## src/rtl/infernet_ctrl_pkg.sv

```systemverilog
// Types shared by the loop-controller family (sequencers, address walkers).
package infernet_ctrl_pkg;

   typedef enum logic [1:0] {
      SEQ_IDLE,
      SEQ_RUN,
      SEQ_FINISH
   } seq_state_t;

endpackage

```

## src/rtl/mac_loop_sequencer_wrap_counter.sv

```systemverilog
// Index counter that wraps to zero at a programmable limit; synchronous clear wins over enable.
module wrap_counter #(
   parameter int unsigned WIDTH = 8
) (
   input  logic             CLK,
   input  logic             RESET_N,
   input  logic             CLEAR,
   input  logic             ENABLE,
   input  logic [WIDTH-1:0] LIMIT,
   output logic [WIDTH-1:0] VALUE,
   output logic             AT_LIMIT
);

   localparam logic [WIDTH-1:0] ONE = WIDTH'(1);

   assign AT_LIMIT = (VALUE == LIMIT);

   always_ff @(posedge CLK or negedge RESET_N) begin
      if (!RESET_N) begin
         VALUE <= '0;
      end else if (CLEAR) begin
         VALUE <= '0;
      end else if (ENABLE) begin
         VALUE <= AT_LIMIT ? '0 : VALUE + ONE;
      end
   end

endmodule

```

## src/rtl/mac_loop_sequencer.sv

```systemverilog
// Row x col loop-nest sequencer: one (row,col) beat per handshake, then a DONE pulse.
module mac_loop_sequencer #(
   parameter int unsigned ROW_WIDTH = 8,
   parameter int unsigned COL_WIDTH = 8
) (
   input  logic                 CLK,
   input  logic                 RESET_N,
   input  logic                 START,
   input  logic                 ABORT,
   input  logic [ROW_WIDTH-1:0] ROWS,
   input  logic [COL_WIDTH-1:0] COLS,
   output logic                 BUSY,
   output logic                 DONE,
   output logic                 OUT_VALID,
   input  logic                 OUT_READY,
   output logic [ROW_WIDTH-1:0] ROW_IDX,
   output logic [COL_WIDTH-1:0] COL_IDX,
   output logic                 LAST_COL,
   output logic                 LAST
);

   import infernet_ctrl_pkg::*;

   localparam logic [ROW_WIDTH-1:0] ROW_ONE = ROW_WIDTH'(1);
   localparam logic [COL_WIDTH-1:0] COL_ONE = COL_WIDTH'(1);

   seq_state_t state, state_nxt;

   logic [ROW_WIDTH-1:0] rows_q, row_lim, row_val, row_nxt;
   logic [COL_WIDTH-1:0] cols_q, col_lim, col_val, col_nxt;
   logic                 row_at_lim, col_at_lim;
   logic                 advance, cnt_clear;
   logic                 busy_q, done_q, valid_q, last_col_q, last_q;
   logic                 busy_d, done_d, valid_d, last_col_d, last_d;

   assign row_lim = rows_q - ROW_ONE;
   assign col_lim = cols_q - COL_ONE;

   // ABORT outranks a coincident handshake: the beat is dropped, not counted.
   assign advance   = (state == SEQ_RUN) && valid_q && OUT_READY && !ABORT;
   assign cnt_clear = (state != SEQ_RUN) || ABORT;

   wrap_counter #(.WIDTH(COL_WIDTH)) u_col_cnt (
      .CLK      (CLK),
      .RESET_N  (RESET_N),
      .CLEAR    (cnt_clear),
      .ENABLE   (advance),
      .LIMIT    (col_lim),
      .VALUE    (col_val),
      .AT_LIMIT (col_at_lim)
   );

   wrap_counter #(.WIDTH(ROW_WIDTH)) u_row_cnt (
      .CLK      (CLK),
      .RESET_N  (RESET_N),
      .CLEAR    (cnt_clear),
      .ENABLE   (advance && col_at_lim),
      .LIMIT    (row_lim),
      .VALUE    (row_val),
      .AT_LIMIT (row_at_lim)
   );

   // Indices the counters will hold after this beat, so LAST/LAST_COL can be registered.
   assign col_nxt = col_at_lim ? '0 : col_val + COL_ONE;
   assign row_nxt = col_at_lim ? (row_at_lim ? '0 : row_val + ROW_ONE) : row_val;

   always_comb begin
      state_nxt  = state;
      last_col_d = last_col_q;
      last_d     = last_q;
      unique case (state)
         SEQ_IDLE: begin
            last_col_d = 1'b0;
            last_d     = 1'b0;
            if (START) begin
               if ((ROWS != '0) && (COLS != '0)) begin
                  state_nxt  = SEQ_RUN;
                  last_col_d = (COLS == COL_ONE);
                  last_d     = (ROWS == ROW_ONE) && (COLS == COL_ONE);
               end else begin
                  state_nxt = SEQ_FINISH;
               end
            end
         end
         SEQ_RUN: begin
            if (ABORT) begin
               state_nxt  = SEQ_IDLE;
               last_col_d = 1'b0;
               last_d     = 1'b0;
            end else if (advance) begin
               if (last_q) begin
                  state_nxt  = SEQ_FINISH;
                  last_col_d = 1'b0;
                  last_d     = 1'b0;
               end else begin
                  last_col_d = (col_nxt == col_lim);
                  last_d     = (col_nxt == col_lim) && (row_nxt == row_lim);
               end
            end
         end
         SEQ_FINISH: begin
            state_nxt  = SEQ_IDLE;
            last_col_d = 1'b0;
            last_d     = 1'b0;
         end
         default: begin
            state_nxt  = SEQ_IDLE;
            last_col_d = 1'b0;
            last_d     = 1'b0;
         end
      endcase
      valid_d = (state_nxt == SEQ_RUN);
      done_d  = (state_nxt == SEQ_FINISH);
      busy_d  = (state_nxt != SEQ_IDLE);
   end

   always_ff @(posedge CLK or negedge RESET_N) begin
      if (!RESET_N) begin
         state      <= SEQ_IDLE;
         rows_q     <= '0;
         cols_q     <= '0;
         busy_q     <= 1'b0;
         done_q     <= 1'b0;
         valid_q    <= 1'b0;
         last_col_q <= 1'b0;
         last_q     <= 1'b0;
      end else begin
         state      <= state_nxt;
         busy_q     <= busy_d;
         done_q     <= done_d;
         valid_q    <= valid_d;
         last_col_q <= last_col_d;
         last_q     <= last_d;
         if ((state == SEQ_IDLE) && START) begin
            rows_q <= ROWS;
            cols_q <= COLS;
         end
      end
   end

   assign BUSY      = busy_q;
   assign DONE      = done_q;
   assign OUT_VALID = valid_q;
   assign ROW_IDX   = row_val;
   assign COL_IDX   = col_val;
   assign LAST_COL  = last_col_q;
   assign LAST      = last_q;

endmodule

```

## config.mk

```make
export PLATFORM = sky130hd
export DESIGN_NAME = mac_loop_sequencer
export DESIGN_NICKNAME = d
export VERILOG_FILES = /design/src/rtl/infernet_ctrl_pkg.sv /design/src/rtl/mac_loop_sequencer_wrap_counter.sv /design/src/rtl/mac_loop_sequencer.sv
export SDC_FILE = /design/constraint.sdc
export NUM_CORES = 1
export LEC_CHECK = 0
export ABC_AREA = 0
export BUFFER_PORTS_ARGS = -buffer_cell sky130_fd_sc_hd__buf_2
export CORE_ASPECT_RATIO = 0.9
export CORE_MARGIN = 8
export CORE_UTILIZATION = 35
export DETAILED_ROUTE_END_ITERATION = 6
export GPL_ROUTABILITY_DRIVEN = 0
export HOLD_SLACK_MARGIN = 0.15
export SLEW_MARGIN = 40
export SYNTH_ARGS = -nofsm -noshare
export SYNTH_HDL_FRONTEND = slang
export SYNTH_HIERARCHICAL = 1
export SYNTH_SLANG_ARGS = --single-unit
```

## constraint.sdc

```tcl
create_clock -name CLK -period 11.39 [get_ports CLK]
set_input_delay 2.278 -clock CLK [delete_from_list [all_inputs] [get_ports CLK]]
set_output_delay 2.278 -clock CLK [all_outputs]
set_load 0.02 [all_outputs]
```

==> metrics, run 1 <==
number of flops mapped to enable cells by yosys 0; iteration-0 DRC count of the detailed router between 100 and 150; IO Port Bufs between 40 and 50; leakage dissipation around 1.4 nW; sequential-to-total area share from yosys stat 0.335; post-synthesis share of cell area spent on and, or, nand and nor gates 0.234; Setup Viol. Count Final 0; CP Class primary input to flip-flop; area of placed instances 3210 sq um; Cell variety after synth 59; Hold Slack 0.525 ns; clock period minus final worst setup slack between 4 and 5 ns; FF+latch area 976 sq um; asr flop ratio synth 1.00; pwr/cell area 182 nW/um^2; cells along the critical path buf_2, or3b_2, nor2_1, and2_1, o211ai_1, nor3_1, xnor2_1, nor2_1; Die Y 103 microns; largest family of logic cells by synthesized area simple AND/OR/NAND/NOR gates; Area Growth Syn to Fin 13.2%; final-stage net count just under 400; Tot GR Track Use 0.130; root buffer cell sky130_fd_sc_hd__clkbuf_8; CTS tree yes; worst vdd ir 0.114 mV; multi-input gate area in the final layout 1820 sq um; buffer depth of the longest clock path 2; sort of element at the start of the critical path primary input; io pins 42; count of maximum capacitance violations 0; average size of a mapped cell 9.07 sq um; per-cell routed wire length 15.0 microns; layout cells sized above 1 0.215; CTS H-tree depth 2; maximum achievable frequency between 200 and 250 MHz; largest net degree at the start of global routing 40; number of rows in the core area 31; critical path fanouts, max 18; antenna violations before repair 0; final slew viol count 0; RSZ-0062 raised after global routing no; # DRC 0; Final Hold Violating Endpoints 0; class of the tightest hold or removal check flip-flop to flip-flop; routed vias 2510; most numerous cell on the critical path sky130_fd_sc_hd__nor2_1; CP arrival 4.41 ns; via count of the first global-routing pass 2540; slew of the pin with the lowest slew margin 0.534 ns; top_reg_cell synth sky130_fd_sc_hd__dfrtp_1; biggest cell delay along the critical path 0.62 ns; global-route wire length before repair 12400 microns; skew final 0.00898 ns; relative slew slack 0.642; remaining antenna violation count after routing 0; Finished Core Util 0.409; overflow left after global routing 0; fraction of the mapped netlist area in compound gates 0.173; Yosys reg bits 39; Inserted Clock Buffers 5; nature of the critical path endpoint flip-flop; number of cells produced by synthesis 321; Tot Pwr 599 uW; number of diodes 0; Yosys warning total 6; Setup Buffers After CTS 0; post-detailed-placement half-perimeter wirelength roughly 5400 microns; DR pass1 iterations 4; area of the mapped netlist 2910 sq um; Final period util 0.374; Slowest-stage cell, CP sky130_fd_sc_hd__or3b_2; multiplexer share of the synthesized area 0.0533; Sum Neg Setup Slack 0 ns; hold bufs inserted after CTS 0; endpoint required time on the critical path around 12 ns; # clock sinks 39; CORE AREA 8070 sq um; routed wire length 6930 microns; Clk pin slew, worst setup/hold paths 0.08 ns; post-cts gate resize count 0; routed via count divided by cell count 5.43; Starting Density 0.361; die area 11500 sq um; Mapped Nets 348; share of synthesized cell area in full adder, half adder and majority cells 0.0258; filler cell count in the final layout ~840; run status finished clean; Die X-Extent 112 microns; Synth Area in XOR/XNOR 0.139; Skew-Pair Late Insertion Delay ~0.28 ns; final std cell area, no fill 3300 sq um
==> layout make-up <==
class	instances	share of cell area
multi-input cells	254	0.553
flip-flops and latches	39	0.296
repair buffers	42	0.0653
well taps	99	0.0376
inverters	20	0.0228
clock buffers	6	0.0220
clock inverters	2	0.00380
==> critical path, delay by kind of cell <==
family                    cells  cell delay, ns
AOI/OAI and AO/OA             1            0.15
xor gates and xnor gates      1            0.15
and+or+nand+nor               5            1.73
buffers and inverters         1            0.10
==> metrics by stage <==
step | cells | worst slack, ns
global route | 462 | 6.96
global placement | 454 | 6.95
floorplan | 321 | 7.26
finish | 462 | 7.13
CTS | 462 | 7.16
detailed placement | 454 | 6.84
==> placed cells by master, fill, tap and decap left out, types with 3 or more instances in the layout <==
master | netlist | routed
sky130_fd_sc_hd__nand2b_1 | 4 | 4
sky130_fd_sc_hd__nor3_1 | 5 | 5
sky130_fd_sc_hd__o22ai_1 | 3 | 3
sky130_fd_sc_hd__inv_1 | 20 | 20
sky130_fd_sc_hd__a21oi_1 | 3 | 3
sky130_fd_sc_hd__nand4_1 | 8 | 8
sky130_fd_sc_hd__xor2_1 | 10 | 10
sky130_fd_sc_hd__xnor2_1 | 33 | 33
sky130_fd_sc_hd__mux2_2 | 12 | 12
sky130_fd_sc_hd__clkbuf_8 | 0 | 5
sky130_fd_sc_hd__nor4_1 | 6 | 6
sky130_fd_sc_hd__o211ai_1 | 4 | 4
sky130_fd_sc_hd__nand3_1 | 7 | 7
sky130_fd_sc_hd__o211a_1 | 5 | 5
sky130_fd_sc_hd__nand2_1 | 33 | 33
sky130_fd_sc_hd__or4_1 | 6 | 6
sky130_fd_sc_hd__o21ai_0 | 21 | 21
sky130_fd_sc_hd__nand4_2 | 4 | 4
sky130_fd_sc_hd__nor2b_1 | 3 | 3
sky130_fd_sc_hd__nor2_1 | 24 | 24
sky130_fd_sc_hd__o2111ai_1 | 3 | 3
sky130_fd_sc_hd__ha_1 | 6 | 6
sky130_fd_sc_hd__dfrtp_1 | 39 | 39
sky130_fd_sc_hd__or3_1 | 8 | 8
sky130_fd_sc_hd__buf_2 | 0 | 40
==> routing by layer <==
layer	track usage	vias up	wire (microns)
met5	0	-	0
met1	0.182	1187	3670
li1	-	1261	-
met2	0.199	58	2960
met4	0.0311	0	40
met3	0.0275	4	259
==> cells by family (layout without fill, tap and decap cells) <==
logic type / count (synthesis) / in the layout
flops: 39 / 39
compound gates: 66 / 66
fa+ha+maj: 6 / 6
simple gates: 124 / 124
xor+xnor: 44 / 44
buf+inv: 28 / 70
mux: 14 / 14
==> cell usage after synthesis, types with 2 or more instances <==
| library cell | instances | area [sq um] |
|---|---|---|
| sky130_fd_sc_hd__o21ai_0 | 21 | 105 |
| sky130_fd_sc_hd__o311ai_1 | 2 | 17.5 |
| sky130_fd_sc_hd__o2111ai_1 | 3 | 26.3 |
| sky130_fd_sc_hd__and2b_1 | 2 | 15.0 |
| sky130_fd_sc_hd__o211a_1 | 5 | 50.1 |
| sky130_fd_sc_hd__or2_1 | 2 | 12.5 |
| sky130_fd_sc_hd__mux2_2 | 12 | 135 |
| sky130_fd_sc_hd__xnor2_1 | 33 | 289 |
| sky130_fd_sc_hd__ha_1 | 6 | 75.1 |
| sky130_fd_sc_hd__nand2b_1 | 4 | 25.0 |
| sky130_fd_sc_hd__clkbuf_1 | 5 | 18.8 |
| sky130_fd_sc_hd__o21ai_2 | 2 | 17.5 |
| sky130_fd_sc_hd__xor2_1 | 10 | 87.6 |
| sky130_fd_sc_hd__nand3_1 | 7 | 35.0 |
| sky130_fd_sc_hd__or4_4 | 2 | 22.5 |
| sky130_fd_sc_hd__o31ai_1 | 2 | 15.0 |
| sky130_fd_sc_hd__o221ai_1 | 2 | 17.5 |
| sky130_fd_sc_hd__o31ai_4 | 2 | 42.5 |
| sky130_fd_sc_hd__nand2_1 | 33 | 124 |
| sky130_fd_sc_hd__nand4_2 | 4 | 50.1 |
| sky130_fd_sc_hd__o211ai_1 | 4 | 30.0 |
| sky130_fd_sc_hd__a32o_1 | 2 | 20.0 |
| sky130_fd_sc_hd__a21oi_1 | 3 | 15.0 |
| sky130_fd_sc_hd__mux2i_1 | 2 | 20.0 |
| sky130_fd_sc_hd__or3_1 | 8 | 50.1 |
| sky130_fd_sc_hd__and2_1 | 3 | 18.8 |
| sky130_fd_sc_hd__a211oi_1 | 2 | 15.0 |
| sky130_fd_sc_hd__o22ai_1 | 3 | 18.8 |
| sky130_fd_sc_hd__nor2b_1 | 3 | 18.8 |
| sky130_fd_sc_hd__nor2_1 | 24 | 90.1 |
| sky130_fd_sc_hd__a22o_2 | 2 | 20.0 |
| sky130_fd_sc_hd__inv_1 | 20 | 75.1 |
| sky130_fd_sc_hd__or4_1 | 6 | 45.0 |
| sky130_fd_sc_hd__nand4_1 | 8 | 50.1 |
| sky130_fd_sc_hd__nor3_1 | 5 | 25.0 |
| sky130_fd_sc_hd__dfrtp_1 | 39 | 976 |
| sky130_fd_sc_hd__nor4_1 | 6 | 37.5 |
==> where the power goes <==
| group | total, mW | internal [mW] | switching, mW |
|---|---|---|---|
| Clock | 0.0895 | 0.0428 | 0.0467 |
| Combinational | 0.294 | 0.133 | 0.161 |
| Sequential | 0.215 | 0.175 | 0.0403 |
==> final timing paths <==
kind                       startpoint                 end  slack (ns)  cells after the start
setup / recovery                ABORT  u_row_cnt/VALUE[7]        7.13                      8
hold / removal              rows_q[7]           rows_q[7]        0.52                      1
setup reg to reg            cols_q[2]                LAST        7.35                     13
hold reg to reg             rows_q[7]           rows_q[7]        0.52                      1
max in group asynchronous     RESET_N           cols_q[4]        9.10                      1
min in group asynchronous     RESET_N  u_col_cnt/VALUE[4]        1.96                      1
==> registers in the layout, indices dropped and copies added (netlist names) <==
signal,flops
cols_q,8
rows_q,8
u_col_cnt/VALUE,8
u_row_cnt/VALUE,8
state,2
BUSY,1
DONE,1
LAST,1
LAST_COL,1
OUT_VALID,1
No activity file was read; power rests on OpenSTA's default activity.
==> run 2, diff against run 1 <==
Clock period 11.39 ns to 3.6 ns, I/O delays scaled along.
==> run 2 against run 1 <==
Compared with the run above: non-clock buffer count is 14 higher; design area grew 4.4%; wire length is 2.8% higher; global-route usage increased by 0.10 points; die area stayed put; clock power rose to 3.3 times the previous value; worst hold slack got worse by 0.13 ns; power grew to 3.4 times the previous value; sequential power rose to 3.1 times the previous value; clock skew decreased by 0.0026 ns; critical path type is now flip-flop to flip-flop; critical endpoint is now LAST.
==> metrics, run 2 (synthesis results as in run 1) <==
global-route wire length before repair around 12000 microns; overflow left after global routing 0; Tot GR Track Use 0.131; Clk pin slew, worst setup/hold paths 0.08 ns; Starting Density 0.361; die area 11500 sq um; DR pass1 iterations 4; per-cell routed wire length approximately 15 microns; io pins 42; routed vias 2534; skew final 0.00636 ns; root buffer cell sky130_fd_sc_hd__clkbuf_8; run status finished clean; nature of the critical path endpoint flip-flop; worst vdd ir 0.321 mV; Skew-Pair Late Insertion Delay between 0.2 and 0.3 ns; Hold Slack 0.395 ns; slew of the pin with the lowest slew margin 0.817 ns; remaining antenna violation count after routing 0; cells along the critical path or4_4, or4_4, xnor2_4, xnor2_1, nand4_2, nor2_4, buf_4, nand4_1, or4_4, a22o_1, a21oi_1, nand4_1, o21ai_1; leakage dissipation 1.43 nW; most frequent cells in the layout sky130_fd_sc_hd__buf_2 (40), sky130_fd_sc_hd__dfrtp_1 (39), sky130_fd_sc_hd__nand2_1 (33), sky130_fd_sc_hd__xnor2_1 (33), sky130_fd_sc_hd__nor2_1 (23); minimum setup slack after placement 0.0170 ns; CP Class flip-flop to flip-flop; CORE AREA 8070 sq um; CP Buf/Inv Count 1; multi-input gate area in the final layout about 1900 sq um; most numerous cell on the critical path sky130_fd_sc_hd__or4_4; Final Hold Violating Endpoints 0; fin worst setup slack between 0.1 and 0.15 ns; RSZ-0062 raised after global routing yes; placed cells 467; Setup Viol. Count Final 0; layout cells sized above 1 0.263; endpoint required time on the critical path between 3 and 4 ns; Die X-Extent 112 microns; IO Port Bufs 41; Die Y 103 microns; routed wire length 7120 microns; iteration-0 DRC count of the detailed router 125; critical path fanouts, max 7; antenna violations before repair 0; # DRC 0; number of rows in the core area 31; sort of element at the start of the critical path flip-flop; filler cell count in the final layout 853; Worst path top cell family by delay simple AND/OR/NAND/NOR gates; most common library cell in the layout ignoring fill and taps sky130_fd_sc_hd__buf_2; depth of the most critical reg-to-reg path 13; CTS H-tree depth 2; CP arrival 3.71 ns; number of diodes 0; Area Growth Syn to Fin 18.2%; count of maximum capacitance violations 0; final slew viol count 0; Final Instance Count excl. Fillers ~480; biggest cell delay along the critical path 0.53 ns; clock period minus final worst setup slack 3.49 ns; final-stage net count 403; buffer depth of the longest clock path 2; class of the tightest hold or removal check primary input to async pin; post-detailed-placement half-perimeter wirelength 5550 microns; relative slew slack 0.455; CTS tree yes; Inserted Clock Buffers 5; largest net degree at the start of global routing 40; maximum achievable frequency 287 MHz; pwr/cell area about 600 nW/um^2; Final period util 0.969; Slowest-stage cell, CP sky130_fd_sc_hd__or4_4; FF+latch area 976 sq um; # clock sinks 39; depth of the critical timing path with buffers and inverters included 13; via count of the first global-routing pass approximately 2500; routed via count divided by cell count 5.32; Sum Neg Setup Slack 0 ns
[run 2: routing by layer]
metal | vias to the layer above | GRT usage | share of wire
li1 | 1278 | - | -
met1 | 1205 | 0.190 | 0.54
met2 | 46 | 0.190 | 0.41
met3 | 5 | 0.0310 | 0.041
met4 | 0 | 0.0300 | 0.0067
met5 | - | 0 | 0
[run 2: final cells by class]
class,instances,area share
Clock buffer,5,0.0200
Clock inverter,3,0.00582
Inverter,20,0.0218
Multi-Input combinational cell,254,0.540
Sequential cell,39,0.284
Tap cell,99,0.0360
Timing Repair Buffer,56,0.0931
[run 2: worst register-to-register path: stages (launching register included)]
cell and delay, ns:
sky130_fd_sc_hd__dfrtp_1 0.38, sky130_fd_sc_hd__or4_4 0.53, sky130_fd_sc_hd__or4_4 0.46, sky130_fd_sc_hd__xnor2_4 0.15
sky130_fd_sc_hd__xnor2_1 0.19, sky130_fd_sc_hd__nand4_2 0.17, sky130_fd_sc_hd__nor2_4 0.18, sky130_fd_sc_hd__buf_4 0.16
sky130_fd_sc_hd__nand4_1 0.10, sky130_fd_sc_hd__or4_4 0.52, sky130_fd_sc_hd__a22o_1 0.21, sky130_fd_sc_hd__a21oi_1 0.14
sky130_fd_sc_hd__nand4_1 0.11, sky130_fd_sc_hd__o21ai_1 0.12
[run 2: worst paths after layout]
kind	from	endpoint	slack (ns)
worst max-delay path	cols_q[2]	LAST	0.11
worst min-delay path	RESET_N	u_row_cnt/VALUE[0]	0.40
worst max register to register	cols_q[2]	LAST	0.11
worst min register to register	state[1]	LAST_COL	0.49
max in group asynchronous	RESET_N	state[1]	2.86
min in group CLK	state[1]	LAST_COL	0.49
[run 2: power breakdown]
group          switching (mW)  leakage, nW  internal, mW
Clock                   0.162       0.0402         0.135
Combinational           0.570        0.889         0.481
Sequential              0.111        0.503         0.553
[run 2: through the flow]
step / utilization / power (mW) / cell area (sq um)
3_5_place_dp: 0.410 / 1.70 / 3310
2_1_floorplan: - / 1.43 / 2910
4_1_cts: 0.421 / 2.01 / 3400
6_report: 0.427 / 2.01 / 3440
5_1_grt: 0.427 / 2.19 / 3440
3_3_place_gp: 0.410 / 1.69 / 3310
[run 2: timing repair]
action | in CTS | in global routing
gates resized for setup | 1 | 8
setup endpoints to repair | 1 | 3
pin swaps | 0 | 3
setup buffers | 0 | 1
hold buffers | 0 | 0
